<file path="src/rtl/jt51_slot_sched.sv">
// Slot counter and write injector for one JT51 32-slot recirculating delay line.
// Queued register writes are spliced into the ring as their target slot passes.
module jt51_slot_sched #(
  parameter int WIDTH  = 5,
  parameter int STAGES = 32,
  parameter int DEPTH  = 4,
  localparam int SW    = $clog2(STAGES),
  localparam int LW    = $clog2(DEPTH) + 1
) (
  input  logic             clk,
  input  logic             rst_n,
  input  logic             cen,
  input  logic             req_valid,
  output logic             req_ready,
  input  logic [SW-1:0]    req_slot,
  input  logic [WIDTH-1:0] req_data,
  input  logic [WIDTH-1:0] drop,
  output logic [WIDTH-1:0] din,
  output logic [SW-1:0]    slot,
  output logic             zero,
  output logic             inj,
  output logic [LW-1:0]    level
);

  localparam int AW = LW - 1;

  logic [SW-1:0]    r_slot;
  logic             r_zero;
  logic [LW-1:0]    r_level;
  logic [AW-1:0]    r_wp;
  logic [AW-1:0]    r_rp;
  logic [SW-1:0]    r_mem_slot [DEPTH];
  logic [WIDTH-1:0] r_mem_data [DEPTH];

  logic             w_inj;
  logic             w_push;
  logic [SW-1:0]    w_head_slot;
  logic [WIDTH-1:0] w_head_data;

  assign w_head_slot = r_mem_slot[r_rp];
  assign w_head_data = r_mem_data[r_rp];

  // Only the head may inject; later entries wait even if their slot comes first.
  assign w_inj     = cen & (r_level != '0) & (w_head_slot == r_slot) & rst_n;
  assign req_ready = (r_level < LW'(DEPTH)) | w_inj;
  assign w_push    = req_valid & req_ready & rst_n;

  assign din   = w_inj ? w_head_data : drop;
  assign inj   = w_inj;
  assign slot  = r_slot;
  assign zero  = r_zero;
  assign level = r_level;

  always_ff @(posedge clk) begin
    if (!rst_n) begin
      r_slot  <= '0;
      r_zero  <= 1'b1;
      r_level <= '0;
      r_wp    <= '0;
      r_rp    <= '0;
    end else begin
      if (cen) begin
        r_slot <= r_slot + 1'b1;
        r_zero <= (r_slot == SW'(STAGES - 1));
      end
      if (w_push) r_wp <= r_wp + 1'b1;
      if (w_inj)  r_rp <= r_rp + 1'b1;
      case ({w_push, w_inj})
        2'b10:   r_level <= r_level + 1'b1;
        2'b01:   r_level <= r_level - 1'b1;
        default: r_level <= r_level;
      endcase
    end
  end

  // Payload storage carries no reset; the pointers alone define validity.
  always_ff @(posedge clk) begin
    if (w_push) begin
      r_mem_slot[r_wp] <= req_slot;
      r_mem_data[r_wp] <= req_data;
    end
  end

endmodule

</file>
<file path="config.mk">
export PLATFORM = sky130hd
export DESIGN_NAME = jt51_slot_sched
export DESIGN_NICKNAME = d
export VERILOG_FILES = /design/src/rtl/jt51_slot_sched.sv
export SDC_FILE = /design/constraint.sdc
export NUM_CORES = 1
export LEC_CHECK = 0
export BUFFER_PORTS_ARGS = -buffer_cell sky130_fd_sc_hd__buf_2
export CAP_MARGIN = 40
export CORE_MARGIN = 3
export CORE_UTILIZATION = 45
export CTS_CLUSTER_DIAMETER = 30
export DETAILED_ROUTE_END_ITERATION = 8
export PLACE_DENSITY_LB_ADDON = 0.3
export RECOVER_POWER = 50
export SYNTH_ARGS = -nofsm -noshare
export SYNTH_HDL_FRONTEND = slang
export SYNTH_SLANG_ARGS = --single-unit
</file>
<file path="constraint.sdc">
create_clock -name clk -period 5.2 [get_ports clk]
set_input_delay 0.52 -clock clk [delete_from_list [all_inputs] [get_ports clk]]
set_output_delay 0.52 -clock clk [all_outputs]
set_load 0.01 [all_outputs]
</file>
==> run_results.csv, run 1 <==
group,metric,value,unit
clocking,cts_buffers,5,
placement,placed_cell_area,2689,um2
placement,pre_cts_ws,1.389,ns
sta,rsz0062_at_grt,"false",
clocking,cts_root_buf,"clkbuf_8",
global_route,grt_use_total,0.1499,
sta,slew_headroom,0.5744,
critical_path,reg2reg_slack,1.43,ns
synth,synth_top_area_share,0.4918,
route,drt_pass1_iterations,4,
clocking,clk_pin_slew,0.10,ns
critical_path,crit_arrival,4.00,ns
global_route,antenna_found_initial,0,
floorplan,rows,26,
clocking,cts.sinks,55,
clocking,htree_levels,2,
sta,finalSetupViolCount,0,
critical_path,cp-start-kind,"flop",
sta,clock_skew,0.007578,ns
power,power_density,288.5,nW/um2
critical_path,end_kind,"flop",
global_route,grt_pass1_wl,7031,um
route,drt_iter0_drc,99,
global_route,grt_pass1_vias,1440,
finish,antenna_cells,0,
finish,post-route-util,0.5334,
finish,final_area,2759,um2
global_route,grt_max_degree,20,
synth,ys_seq_area_frac,0.6148,
critical_path,crit_type,"reg -> reg",
clocking,hold_buffers,0,
critical_path,required,5.44,ns
floorplan,die_area,6347,um2
finish,final_cell_mix,"edfxtp_1 (40), clkbuf_1 (19), dfxtp_1 (15), buf_2 (15), mux2i_1 (11)",
synth,ys_warn_count,0,
clocking,cts_setup_buffers,0,
sta,timing.final.crit_share,0.7245,
synth,ys_seq_elements,55,
sta,fmax,265.5,MHz
floorplan,coreArea,5172,um2
clocking,clock_path_buffers,2,
hold_path,holdCritPathClass,"in -> reg",
synth,syn_inst,161,
floorplan,start_util,0.4722,
synth,synth.avg_cell_area,15.17,um2
clocking,cts_tree,"done",
sta,worst_pin_slew,0.6375,ns
placement,dp_hpwl,3214,um
power,irDropWorstVdd,229.5,uV
outcome,status,"finished clean",
power,leakagePower,0.9531,nW
sta,min_period,3.767,ns
synth,syn-num-nets,188,
finish,drive_gt1_frac,0.2239,
floorplan,ios,35,
finish,area_delta_synth_final,12.96,%
clocking,clock_latency,0.30,ns
sta,setup-tns-final,0,ns
global_route,grt_overflow,0,
synth,syn_area,2442,um2
synth,synth.largest_area_cell,"edfxtp_1",
sta,final_hold_viol_count,0,
sta,setup_ws,1.433,ns
route,vias,1400,
synth,synth_cell_types,37,
finish,layout_commonest_cell,"edfxtp_1",
route,avgRoutedWirePerCell,16.17,um
route,drc_errors,0,
route,wl,4382,um
synth,synthTopCellsByArea,"edfxtp_1 (49%), dfxtp_1 (12%), mux4_1 (5.4%), mux2i_1 (4.5%), mux2_2 (3.7%)",
sta,finalMaxSlewViolations,0,
route,ant_nets,0,
run,drv_cap,0,
clocking,post_cts_resized,0,
critical_path,crit_path_max_fanout,12,
route,vias_per_cell,5.166,
placement,place.port_buffers,34,
finish,nets,227,
placement,gp_congestion,0.7210,
floorplan,die_x,79.67,um
floorplan,die_y,79.67,um
[synthesized netlist by cell type]
library cell  count
clkbuf_1          2
inv_1            10
o31ai_1           1
mux4_1            5
or4_1             1
or3_1             1
and3_1            1
a21oi_1           4
nand4_2           1
nand2_1           9
o31a_1            1
nand3_1           1
nor4b_1           1
nor3_1            4
inv_2             1
buf_4             1
nor2_1            9
fa_1              1
dfxtp_1          15
o41a_1            1
nor4_4            1
o21ai_0           1
mux2i_1          11
mux2_2            8
o221a_2           2
or2_2             1
xnor2_1           3
nand4_1           1
nand2b_1          4
nor2b_1           1
mux4_2            3
xnor2_2           1
buf_1             1
xor2_1            4
edfxtp_1         40
ha_1              7
buf_6             2
[area by class of cell]
class / instances / area [um2]
timing repair buffer: 38 / 176.4
multi-input combinational: 89 / 858.3
clock inverter: 3 / 25.02
inverter: 11 / 41.29
fill: 438 / 2414
sequential: 55 / 1501
clock buffer: 5 / 68.82
tap: 70 / 87.58
[logic make-up after synthesis]
family / synth area share
AND/OR/NAND/NOR: 0.08146
AO/OA/AOI/OAI: 0.03074
buffers and inverters: 0.03381
multiplexers: 0.1634
adder cells (fa/ha/maj): 0.04406
XOR/XNOR: 0.03176
flip-flops: 0.6148
[routing by layer]
layer  GRT usage  wire (um)
met2      0.2638       2303
met3     0.04402        225
met4     0.03952         29
met1      0.1784       1824
met5           0          0
[state kept, by name, indices dropped and copies added (netlist names), named ones only]
register / flops
level: 3
r_wp: 2
r_mem_data: 20
r_mem_slot: 20
r_rp: 2
zero: 1
slot: 5
[worst max-delay path, stage by stage (launching register included)]
cell,delay (ns)
dfxtp_1,0.74
mux4_1,0.67
xnor2_1,0.27
nand4_2,0.22
nor4_4,0.46
ha_1,0.28
inv_1,0.06
fa_1,0.37
xor2_1,0.16
or3_1,0.30
a21oi_1,0.15
[final timing paths]
kind | cells past startpoint | end | from
setup / recovery | 10 | level[2] | flop
hold / removal | 2 | zero | rst_n
setup reg to reg | 10 | level[2] | flop
hold reg to reg | 2 | zero | zero
[per-stage QoR]
step | hold WS (ns) | std cells | power (mW)
5_1_grt | 0.4567 | 271 | 0.8345
6_report | 0.4517 | 271 | 0.7958
2_1_floorplan | 0.4543 | 161 | 0.5421
3_5_place_dp | 0.4620 | 263 | 0.5705
4_1_cts | 0.4157 | 271 | 0.8076
3_3_place_gp | 0.4465 | 263 | 0.5656
[power breakdown]
part	internal (mW)	total [mW]	switching [mW]
clock	0.0983	0.238	0.140
sequential	0.484	0.493	0.00918
combinational	0.0277	0.0651	0.0374
Power figures use the tool's default switching activity.
==> run 2: changes to the inputs <==
==> constraint.sdc (replaced) <==
create_clock -name clk -period 3.8 [get_ports clk]
set_input_delay 0.38 -clock clk [delete_from_list [all_inputs] [get_ports clk]]
set_output_delay 0.38 -clock clk [all_outputs]
set_load 0.01 [all_outputs]
==> run_results.csv, run 2 (same netlist as run 1, synthesis figures left out) <==
group,metric,value,unit
outcome,status,"finished clean",
critical_path,crit_slowest_cell,"mux4_1",
global_route,grt_pass1_wl,7093,um
global_route,grt_overflow,0,
critical_path,path_cells,"mux4_1 -> xnor2_1 -> nand2_1 -> o41a_1 -> or2_2 -> ha_1 -> inv_1 -> fa_1 -> xor2_1 -> or3_1 -> a21oi_1",
sta,slew_headroom,0.7280,
clocking,cts_setup_buffers,0,
floorplan,die_x,79.67,um
route,drc_errors,0,
critical_path,critPathCapture,"level[2]",
route,vias,1420,
clocking,htree_levels,2,
finish,multi_input_area,858.3,um2
sta,setup-tns-final,0,ns
clocking,clk_pin_slew,0.11,ns
clocking,cts_root_buf,"clkbuf_8",
power,irDropWorstVdd,261.7,uV
finish,num-fill-cells,418,
global_route,grt_pass1_vias,1416,
floorplan,ios,35,
sta,finalSetupViolCount,0,
power,power_density,394.0,nW/um2
floorplan,die_y,79.67,um
finish,drive_gt1_frac,0.2353,
route,drt_iter0_drc,171,
critical_path,reg2reg_to,"level[2]",
critical_path,required,4.05,ns
placement,place.port_buffers,34,
sta,finalMaxSlewViolations,0,
global_route,grt_max_degree,20,
critical_path,path_depth,11,
sta,min_period,3.426,ns
critical_path,crit_buf_inv,1,
clocking,hold_buffers,0,
critical_path,crit_path_max_fanout,7,
power,power,1.096,mW
global_route,antenna_found_initial,0,
sta,clock_skew,0.01314,ns
route,drt_pass1_iterations,4,
finish,regArea,1501,um2
critical_path,worst_r2r_path_depth,11,
route,ant_nets,0,
clocking,post_cts_resized,0,
finish,area_delta_synth_final,13.88,%
critical_path,critPathTopFamily,"simple AND/OR/NAND/NOR gates",
finish,final_cell_mix,"edfxtp_1 (40), clkbuf_1 (19), dfxtp_1 (15), buf_2 (15), mux2i_1 (11)",
sta,timing.final.crit_share,0.9017,
sta,final_hold_viol_count,0,
clocking,clock_latency,0.31,ns
power,leakagePower,0.9695,nW
clocking,cts_tree,"done",
finish,antenna_cells,0,
run,drv_cap,0,
floorplan,coreArea,5172,um2
route,vias_per_cell,5.182,
floorplan,rows,26,
critical_path,reg2reg_slack,0.37,ns
route,avgRoutedWirePerCell,15.78,um
clocking,cts.sinks,55,
clocking,cts_buffers,5,
floorplan,start_util,0.4722,
critical_path,end_kind,"flop",
sta,worst_pin_slew,0.4074,ns
sta,rsz0062_at_grt,"false",
placement,dp_hpwl,3152,um
clocking,clock_path_buffers,2,
hold_path,holdCritPathClass,"in -> reg",
finish,layout_commonest_cell,"edfxtp_1",
critical_path,cp-start-kind,"flop",
critical_path,crit_type,"reg -> reg",
floorplan,die_area,6347,um2
route,wl,4324,um
finish,nets,230,
critical_path,slowest_delay,0.64,ns
sta,fmax,291.9,MHz
placement,gp_congestion,0.7305,
critical_path,crit_arrival,3.67,ns
global_route,grt_use_total,0.1504,
run 2: cell types whose count changed in the layout (fill, tap and decap cells not counted):
cell,change
buf_4,+3
run 2: area by class of cell:
cell class | count | share of cell area
Sequential cell | 55 | 0.5398
Multi-Input combinational cell | 89 | 0.3086
Timing Repair Buffer | 41 | 0.07152
Tap cell | 70 | 0.03149
Clock buffer | 5 | 0.02474
Inverter | 11 | 0.01484
Clock inverter | 3 | 0.008997
run 2: how the worst min path moves through the flow:
stage / startpoint / end / slack, ns / cells past startpoint
global route: rst_n / zero / 0.31 / 2
finish: rst_n / zero / 0.31 / 2
floorplan: r_rp[1] / flop / 0.45 / 2
detailed placement: zero / zero / 0.46 / 2
global placement: zero / zero / 0.45 / 2
CTS: req_data[4] / r_mem_data[0][4] / 0.27 / 1
run 2: through the flow:
| step | std cells | setup slack [ns] | util | instance area [um2] | hold WS [ns] |
|---|---|---|---|---|---|
| 2_1_floorplan | 161 | 0.7300 | - | 2442 | 0.4543 |
| 3_3_place_gp | 266 | 0.5086 | 0.5242 | 2711 | 0.4470 |
| 3_5_place_dp | 266 | 0.4066 | 0.5242 | 2711 | 0.4618 |
| 4_1_cts | 274 | 0.3575 | 0.5423 | 2805 | 0.2715 |
| 5_1_grt | 274 | 0.1512 | 0.5377 | 2781 | 0.3100 |
| 6_report | 274 | 0.3736 | 0.5377 | 2781 | 0.3099 |
run 2: metal layers:
metal | track usage | part of all wire
met2 | 0.2404 | 0.52
met5 | 0 | 0
met3 | 0.04176 | 0.056
met4 | 0.05498 | 0.0086
met1 | 0.1957 | 0.42
run 2: power breakdown:
part	switching (mW)	total, mW	internal, mW
Combinational	0.0514	0.0895	0.0381
Clock	0.198	0.333	0.135
Sequential	0.0119	0.674	0.662
Total	0.261	1.10	0.835
